$ cat config.mk
export PLATFORM = sky130hd
export DESIGN_NAME = inst_fetch_unit
export DESIGN_NICKNAME = d
export VERILOG_FILES = /design/src/rtl/inst_fetch_unit_pkg.sv /design/src/rtl/inst_fetch_unit_fetch_queue.sv /design/src/rtl/inst_fetch_unit.sv
export SDC_FILE = /design/constraint.sdc
export NUM_CORES = 1
export LEC_CHECK = 0
export CORE_ASPECT_RATIO = 0.9
export CORE_MARGIN = 8
export CORE_UTILIZATION = 50
export DETAILED_ROUTE_END_ITERATION = 8
export GPL_TIMING_DRIVEN = 1
export PLACE_DENSITY = 0.74
export SETUP_SLACK_MARGIN = 0.15
export SLEW_MARGIN = 5
export SYNTH_ARGS = -nofsm -noshare
export SYNTH_HDL_FRONTEND = slang
export SYNTH_SLANG_ARGS = --single-unit
$ cat constraint.sdc
create_clock -name CLK -period 8.2 [get_ports CLK]
set_input_delay 1.64 -clock CLK [delete_from_list [all_inputs] [get_ports CLK]]
set_output_delay 1.64 -clock CLK [all_outputs]
set_load 0.01 [all_outputs]
$ cat src/rtl/inst_fetch_unit_pkg.sv
// inst_fetch_unit_pkg: shared opcodes, NOP encoding, immediate extractors and queue entry type
package inst_fetch_unit_pkg;
   localparam logic [6:0]  OPC_JAL    = 7'b1101111;
   localparam logic [6:0]  OPC_BRANCH = 7'b1100011;
   localparam logic [31:0] INST_NOP   = 32'h0000_0013;

   typedef struct packed {
      logic [31:0] ins;
      logic [31:0] pc;
      logic        taken;
   } qent_t;

   function automatic logic [31:0] j_imm(input logic [31:0] i);
      return {{12{i[31]}}, i[19:12], i[20], i[30:21], 1'b0};
   endfunction

   function automatic logic [31:0] b_imm(input logic [31:0] i);
      return {{20{i[31]}}, i[7], i[30:25], i[11:8], 1'b0};
   endfunction
endpackage

$ cat src/rtl/inst_fetch_unit_fetch_queue.sv
// fetch_queue: synchronous FIFO with flush, used for both instructions and pending fetch tags
module fetch_queue #(
   parameter int WIDTH = 8,
   parameter int DEPTH = 2,
   localparam int AW = $clog2(DEPTH),
   localparam int CW = AW + 1
) (
   input  logic             CLK,
   input  logic             RST,
   input  logic             push,
   input  logic             pop,
   input  logic             flush,
   input  logic [WIDTH-1:0] din,
   output logic [WIDTH-1:0] dout,
   output logic             full,
   output logic             empty,
   output logic [CW-1:0]    count
);
   logic [WIDTH-1:0] mem [DEPTH];
   logic [AW-1:0]    rd, wr;
   logic             do_push, do_pop;

   assign full    = count == CW'(DEPTH);
   assign empty   = count == '0;
   assign do_pop  = pop & ~empty;
   assign do_push = push & (~full | do_pop);
   assign dout    = mem[rd];

   // storage has no reset; only the pointers define what is valid
   always_ff @(posedge CLK)
      if (do_push) mem[wr] <= din;

   // pointer and occupancy tracking; flush empties the queue and ignores same-cycle push/pop
   always_ff @(posedge CLK or posedge RST)
      if (RST) begin
         rd    <= '0;
         wr    <= '0;
         count <= '0;
      end else if (flush) begin
         rd    <= '0;
         wr    <= '0;
         count <= '0;
      end else begin
         if (do_push) wr <= wr + AW'(1);
         if (do_pop) rd <= rd + AW'(1);
         count <= count + CW'(do_push) - CW'(do_pop);
      end
endmodule

$ cat src/rtl/inst_fetch_unit.sv
// inst_fetch_unit: PC owner, credit-limited imem requester, static predecoder and decoder-facing queue
module inst_fetch_unit
   import inst_fetch_unit_pkg::*;
#(
   parameter logic [31:0] RESET_PC = 32'h0000_0000,
   parameter int          QDEPTH   = 2
) (
   input  logic        CLK,
   input  logic        RST,
   output logic        imem_req,
   output logic [31:0] imem_addr,
   input  logic        imem_gnt,
   input  logic        imem_rvld,
   input  logic [31:0] imem_rdata,
   input  logic        alu_flush,
   input  logic [31:0] flush_pc,
   input  logic        dec_stall,
   output logic [31:0] inst,
   output logic [31:0] inst_pc,
   output logic        inst_taken,
   output logic        inst_vld
);
   localparam int EW = $clog2(QDEPTH) + 1;
   localparam int CW = $clog2(QDEPTH) + 1;
   localparam int UW = CW + 1;

   logic [31:0]   pc, tpc, tgt;
   logic [EW-1:0] epoch, tep;
   logic [CW-1:0] tcnt, qcnt;
   logic [UW-1:0] used;
   logic          tfull, tempty, qfull, qempty;
   logic          issue, tpop, resp_ok, taken, redirect, is_jal;
   qent_t         head;

   assign used      = UW'(qcnt) + UW'(tcnt);
   assign imem_req  = (used < UW'(QDEPTH)) & ~alu_flush & ~RST;
   assign imem_addr = pc;
   assign issue     = imem_req & imem_gnt;
   assign tpop      = imem_rvld & ~tempty;
   assign resp_ok   = tpop & (tep == epoch);
   assign is_jal    = imem_rdata[6:0] == OPC_JAL;
   assign taken     = is_jal | (imem_rdata[6:0] == OPC_BRANCH & imem_rdata[31]);
   assign tgt       = tpc + (is_jal ? j_imm(imem_rdata) : b_imm(imem_rdata));
   assign redirect  = resp_ok & taken & ~alu_flush;

   assign inst_vld   = ~qempty & ~alu_flush;
   assign inst       = qempty ? INST_NOP : head.ins;
   assign inst_pc    = qempty ? 32'h0 : head.pc;
   assign inst_taken = ~qempty & head.taken;

   // a fetch issued alongside a redirect carries the old epoch, so its response is dropped
   fetch_queue #(.WIDTH(32 + EW), .DEPTH(QDEPTH)) u_tags (
      .CLK(CLK), .RST(RST), .push(issue & ~tfull), .pop(tpop), .flush(1'b0),
      .din({pc, epoch}), .dout({tpc, tep}), .full(tfull), .empty(tempty), .count(tcnt)
   );

   fetch_queue #(.WIDTH($bits(qent_t)), .DEPTH(QDEPTH)) u_insts (
      .CLK(CLK), .RST(RST), .push(resp_ok & ~qfull), .pop(inst_vld & ~dec_stall), .flush(alu_flush),
      .din({imem_rdata, tpc, taken}), .dout(head), .full(qfull), .empty(qempty), .count(qcnt)
   );

   // pc and epoch: flush beats predecode redirect beats sequential advance
   always_ff @(posedge CLK or posedge RST)
      if (RST) begin
         pc    <= RESET_PC;
         epoch <= '0;
      end else if (alu_flush) begin
         pc    <= flush_pc;
         epoch <= epoch + EW'(1);
      end else if (redirect) begin
         pc    <= tgt;
         epoch <= epoch + EW'(1);
      end else if (issue) begin
         pc    <= pc + 32'd4;
      end
endmodule

* Word level (Yosys, flattened, before mapping)
Memories as Yosys holds them, arrays and structs flattened. Cells that the tools add are included.
Word-level totals: memory bits (writable) 198, input port bits 70, output and inout port bits 99, bits in registers 42, memory bits (read-only) 0, memories 2, bits in latches 0
Memories:
- u_insts.mem | words 2, width 65, rd ports 1, clocked after Yosys merged registers in 0, write ports 1, RTL line inst_fetch_unit_fetch_queue.sv:19 | logic [WIDTH-1:0] mem [DEPTH];
- u_tags.mem | words 2, width 34, rd ports 1, clocked after Yosys merged registers in 0, write ports 1, RTL line inst_fetch_unit_fetch_queue.sv:19
Cells by class: add/subtract/negate cells 12, multiplexer cells 17, bitwise gates (word level) 27, reductions and logical operators 6, order comparisons 1, shift operators 0, multiply operators 0, div/mod/pow operators 0, equal/unequal tests 5
Operator list (number):
- 2-to-1 mux 32 bit | 5
- adder 32 x 3 -> 32 bit, second input constant | 1
- adder 32 bit | 1
- 2-to-1 mux 20 bit | 1
- bitwise AND 1 bit | 17
- equality test 7 bit, second input constant | 2
- 2-to-1 mux 1 bit | 8
- NOT 1 bit | 7
- 2-to-1 mux 2 bit | 3
- nonzero test 2 bit | 3
- adder 1 bit, second input constant | 4
- adder 2 x 1 -> 2 bit | 2
- equality test 2 bit, second input constant | 2
- zero test 2 bit | 2
- subtractor 2 x 1 -> 2 bit | 2
- adder 2 x 2 -> 3 bit | 1
- less-than comparator 3 x 2 -> 1 bit, second input constant | 1
- bitwise OR 1 bit | 3
- nonzero test 3 bit | 1
- adder 2 x 1 -> 2 bit, second input constant | 1
- equality test 2 bit | 1

* Longest topological paths before layout
depth in word-level cells 10, depth in mapped cells 14, gate-level depth less buffers 13

* Modules after synthesis
Synthesis repeated with hierarchy kept, for this count alone.
Unflattened totals: cell total of the unflattened synthesis 986, area total of the unflattened synthesis 12239.2 µm²
By module, submodules not included:
- fetch_queue at u_insts | cells each 233, times used 1, area each 4969.8 µm², sequential area each 4003.8 µm²
- inst_fetch_unit | cells each 616, times used 1, area each 4564.4 µm², sequential area each 850.8 µm²
- fetch_queue at u_tags | cells each 137, times used 1, area each 2705.1 µm², sequential area each 2142.1 µm²

* Worst setup path before layout
No wires, ideal clock.
path kind input to register, start input port imem_rvld, end memory u_insts.mem[0][0] (netlist name), enable pin, arrival time 5.302 ns, stages 3, slack 2.402 ns, setup time 0.496 ns, path through o21ai_0 a2111oi_2 nor2b_1
Between the ends: longest elaborated chain between the ends 6
RTL lines:
- start, declared | RTL line inst_fetch_unit.sv:13 | input logic imem_rvld,
- bitwise AND 1 bit | RTL line inst_fetch_unit.sv:39 | assign tpop = imem_rvld & ~tempty;
- bitwise AND 1 bit | RTL line inst_fetch_unit.sv:40 | assign resp_ok = tpop & (tep == epoch);
- bitwise AND 1 bit | RTL line inst_fetch_unit.sv:58 | .CLK(CLK), .RST(RST), .push(resp_ok & ~qfull), .pop(inst_vld & ~dec_stall), .flush(alu_flush),
- bitwise AND 1 bit | RTL line inst_fetch_unit_fetch_queue.sv:26 | assign do_push = push & (~full | do_pop);
- 2-to-1 mux 1 bit | RTL line inst_fetch_unit_fetch_queue.sv:31 | if (do_push) mem[wr] <= din;
- 2-to-1 mux 1 bit (implied by the code) | RTL line inst_fetch_unit_fetch_queue.sv:31
- end, declared | RTL line inst_fetch_unit_fetch_queue.sv:19
No other way between the ends.

* Worst setup path after layout
start input port imem_rdata[4], end register pc[29], in the netlist imem_addr[29]
Between the ends: longest elaborated chain between the ends 7, elaborated cells on any way between the ends 11, classes of those cells add/sub: 1; eq/ne: 2; mux: 3; bitwise: 4; reduce/logical: 1
RTL lines:
- start, declared | RTL line inst_fetch_unit.sv:14 | input logic [31:0] imem_rdata,
- parallel branches: the longest is 7 deep, another holds adder 32 bit
- end signal, assigned | RTL line inst_fetch_unit.sv:68 | pc <= flush_pc;
- end signal, assigned | RTL line inst_fetch_unit.sv:71 | pc <= tgt;
- end signal, assigned | RTL line inst_fetch_unit.sv:74 | pc <= pc + 32'd4;
- end, declared | RTL line inst_fetch_unit.sv:27 | logic [31:0] pc, tpc, tgt;
Parallel ways; which one is timed is not known. A chain may end at the register's enable or synchronous reset.

==> summary.md <==
| Metric | Value |
|---|---|
| Largest net degree at the start of global routing | 66 |
| DPL Wire Length | 22000 µm |
| Grt ovf | 0 |
| Leading post-synthesis cells by cell area | edfxtp_1 50%, dfrtp_1 8.9%, mux2i_1 6.0% |
| Critical Path End Type | flip-flop |
| Post-synthesis cell count | 954 |
| Fmax | 183 MHz |
| Num rows | 53 |
| Unrepaired setup endpoints after global routing | no |
| Post-Syn Area per Cell | 12.4 µm² |
| Sequential fraction of the synthesis area | 59.1% |
| Combinational Power Share | 34.5% |
| Diodes inserted | 0 |
| Commonest non-fill, non-tap cell in the layout | edfxtp_1 |
| First-pass GRT wire length | 47800 µm |
| FF+latch count, synth | 240 |
| Switching Fraction | 33.1% |
| Filler cell count | 1853 |
| Critical Path, Cell by Cell | clkdlybuf4s50_1 > nand2b_1 > nor3_2 > mux2_2 > ha_1 > fa_1 > a21oi_1 > or3b_1 > a211oi_2 > nor3_1 > nor2_2 > o211a_1 > o31a_1 > o31ai_1 |
| Clk pwr share | 25.5% |
| Critical path arrival | 5.90 ns |
| CTS hold repair buffers | 0 |
| Pleak | 5.16 nW |
| DR WL/cell | 21.6 µm |
| Tot Pwr | 4.21 mW |
| Port Buffers | 168 |
| H-Tree Depth | 1 |
| # Post-CTS Setup Buffers | 0 |
| Clock buffer depth | 3 |
| Detail Route Antenna Nets | 0 |
| Drt pass-1 iters | 5 |
| Sw Pwr | 1.39 mW |
| Antenna violations before repair | 1 |
| Mapped Area | 11800 µm² |
| IO Pins | 169 |
| Startpoint types | input pin |
| Worst relative slew slack | 31.6% |
| CTS Buf Count | 26 |
| Count of different cell masters after synthesis | 75 |
| Crit-path slowest cell | nor3_2 |
| Root buffer cell | clkbuf_16 |
| Via count | 8456 |
| Setup CP Type | in2reg |
| Pint | 2.82 mW |
| Post-placement cell count | 1393 |
| Highest cell delay on the worst timing path | 0.77 ns |
| Die Ht | 162 µm |
| Drt via density | 5.87 |
| Crit path max fanout | 14 |
| Synth-to-Final Area Change | 23.6% |
| Non-Filler Instances | 1441 |
| Die footprint | 28800 µm² |
| Worst-skew pair later-pin latency | 0.53 ns |
| Clk pin slew, worst setup/hold paths | 0.06 ns |
| DRC violations left | 0 |
| Core ar. | 23300 µm² |
| Initial Utilization | 50.8% |
| Period utilization | 66.6% |
| Setup WS pre-CTS | 2.22 ns |
| Vias in the first global route | 8410 |
| Top FF cell, synth | edfxtp_1 |
| Async set or reset register ratio after synthesis | 17.5% |
| Worst Skew | 0.0141 ns |
| CTS resizes | 0 |
| Critical Path RT | 8.63 ns |
| Final Max Tran Viols | 0 |
| Syn. warnings | 0 |
| Post-Syn Nets | 1063 |
| Status | completed |
| Sequential share of power | 40.0% |
| Final net count | 1228 |
| Post-synth top area share | 50.3% |
| Final setup margin | 2.73 ns |
| Setup violations, final | 0 |
| CTS sink cnt | 240 |
| Max-Cap Viols | 0 |
| Chip Width | 178 µm |
| DRT iter0 DRCs | 745 |
| Hold WC Path Type | reg2reg |
| Hold WS | 0.494 ns |
| Setup TNS | 0 ns |
| Final wirelength | 31100 µm |
| Max VDD drop | 0.000172 V |
| Hold Fails Final Rpt | 0 |
| Pwr Density | 288 nW/µm² |
| Share of cells above drive strength 1 | 9.75% |
| Final Wtd Congestion | 0.907 |
| Number of synthesized flops with an enable pin | 198 |
| CTS tree | built |
| Cell taking the most area after synthesis | edfxtp_1 |
| Total track usage | 21.2% |
| Worst slew pin tran | 1.03 ns |
| Most frequent cells in the layout | 198 x edfxtp_1, 167 x clkdlybuf4s50_1, 111 x nor2_1, 71 x mux2i_1, 62 x a21oi_1 |
| Crit path time final | 5.47 ns |
==> flip-flops by register name (all words and copies together), names as in the netlist <==
register and flops:
epoch 2, imem_addr 32, u_insts.count 2, u_insts.mem 130
u_insts.rd 1, u_insts.wr 1, u_tags.count 2, u_tags.mem 68
u_tags.rd 1, u_tags.wr 1
==> kinds of logic (layout without fill, tap and decap cells) <==
family	Yosys count	after routing	synth area share [%]
buffers and inverters	61	246	2.08
XOR/XNOR	39	39	2.89
AND/OR/NAND/NOR	260	260	10.6
multiplexers	107	107	9.44
flip-flops	240	240	59.1
AO/OA/AOI/OAI	208	208	11.6
adder cells (fa/ha/maj)	39	39	4.25
==> cell usage after synthesis, drive strengths merged, types with 21 or more instances <==
library cell and number:
edfxtp 198, mux2i 71, a21o 23, nor2 115
xnor2 21, dfrtp 42, ha 37, mux2 36
buf 22, a21oi 63, o21ai 37, nand2 49
==> final cells by class <==
class / count / area, µm² / area share, %
Tap cell: 302 / 378 / 2.59
Multi-Input combinational cell: 653 / 4620 / 31.6
Sequential cell: 240 / 7000 / 47.9
Inverter: 19 / 73.8 / 0.505
Timing Repair Buffer: 179 / 1760 / 12.0
Clock inverter: 8 / 42.5 / 0.291
Clock buffer: 40 / 744 / 5.09
==> stage by stage <==
| step | instance area (µm²) | utilization, % |
|---|---|---|
| floorplan | 11800 | - |
| global route | 14600 | 62.8 |
| CTS | 14600 | 62.8 |
| detailed placement | 13800 | 59.4 |
| finish | 14600 | 62.8 |
| global placement | 13800 | 59.4 |
==> power groups by stage <==
stage / Combinational, mW / Sequential, mW / Clock (mW)
after floorplan: 0.933 / 1.66 / 0
after global placement: 1.44 / 1.70 / 0
after detailed placement: 1.45 / 1.70 / 0
after CTS: 1.46 / 1.68 / 1.10
after global routing: 1.58 / 1.70 / 1.15
final: 1.45 / 1.68 / 1.07
==> path summary, 6_finish.rpt <==
kind	startpoint	to	slack (ns)	cells past startpoint
worst max-delay path	imem_rdata[4]	imem_addr[29]	2.73	14
worst min-delay path	imem_addr[1]	u_tags.mem[0][3]	0.49	0
worst max register to register	u_tags.rd	u_insts.mem[0][51]	4.24	6
worst min register to register	imem_addr[1]	u_tags.mem[0][3]	0.49	0
max in group asynchronous	RST	u_insts.rd	6.09	3
min in group asynchronous	RST	imem_addr[5]	1.63	3
==> layer usage <==
layer  GRT usage (%)  part of all wire (%)
met2            32.9                    45
met1            29.5                    44
met5               0                 0.029
met4            6.17                   2.6
met3            4.34                   8.4
==> worst max-delay path, delay by kind of cell <==
kind / cells / cell delay (ns)
AO/OA/AOI/OAI: 5 / 1.07
adder cells (fa/ha/maj): 2 / 0.65
buffers and inverters: 1 / 0.45
multiplexers: 1 / 0.42
AND/OR/NAND/NOR: 5 / 1.65
No activity file was read; power rests on OpenSTA's default activity.
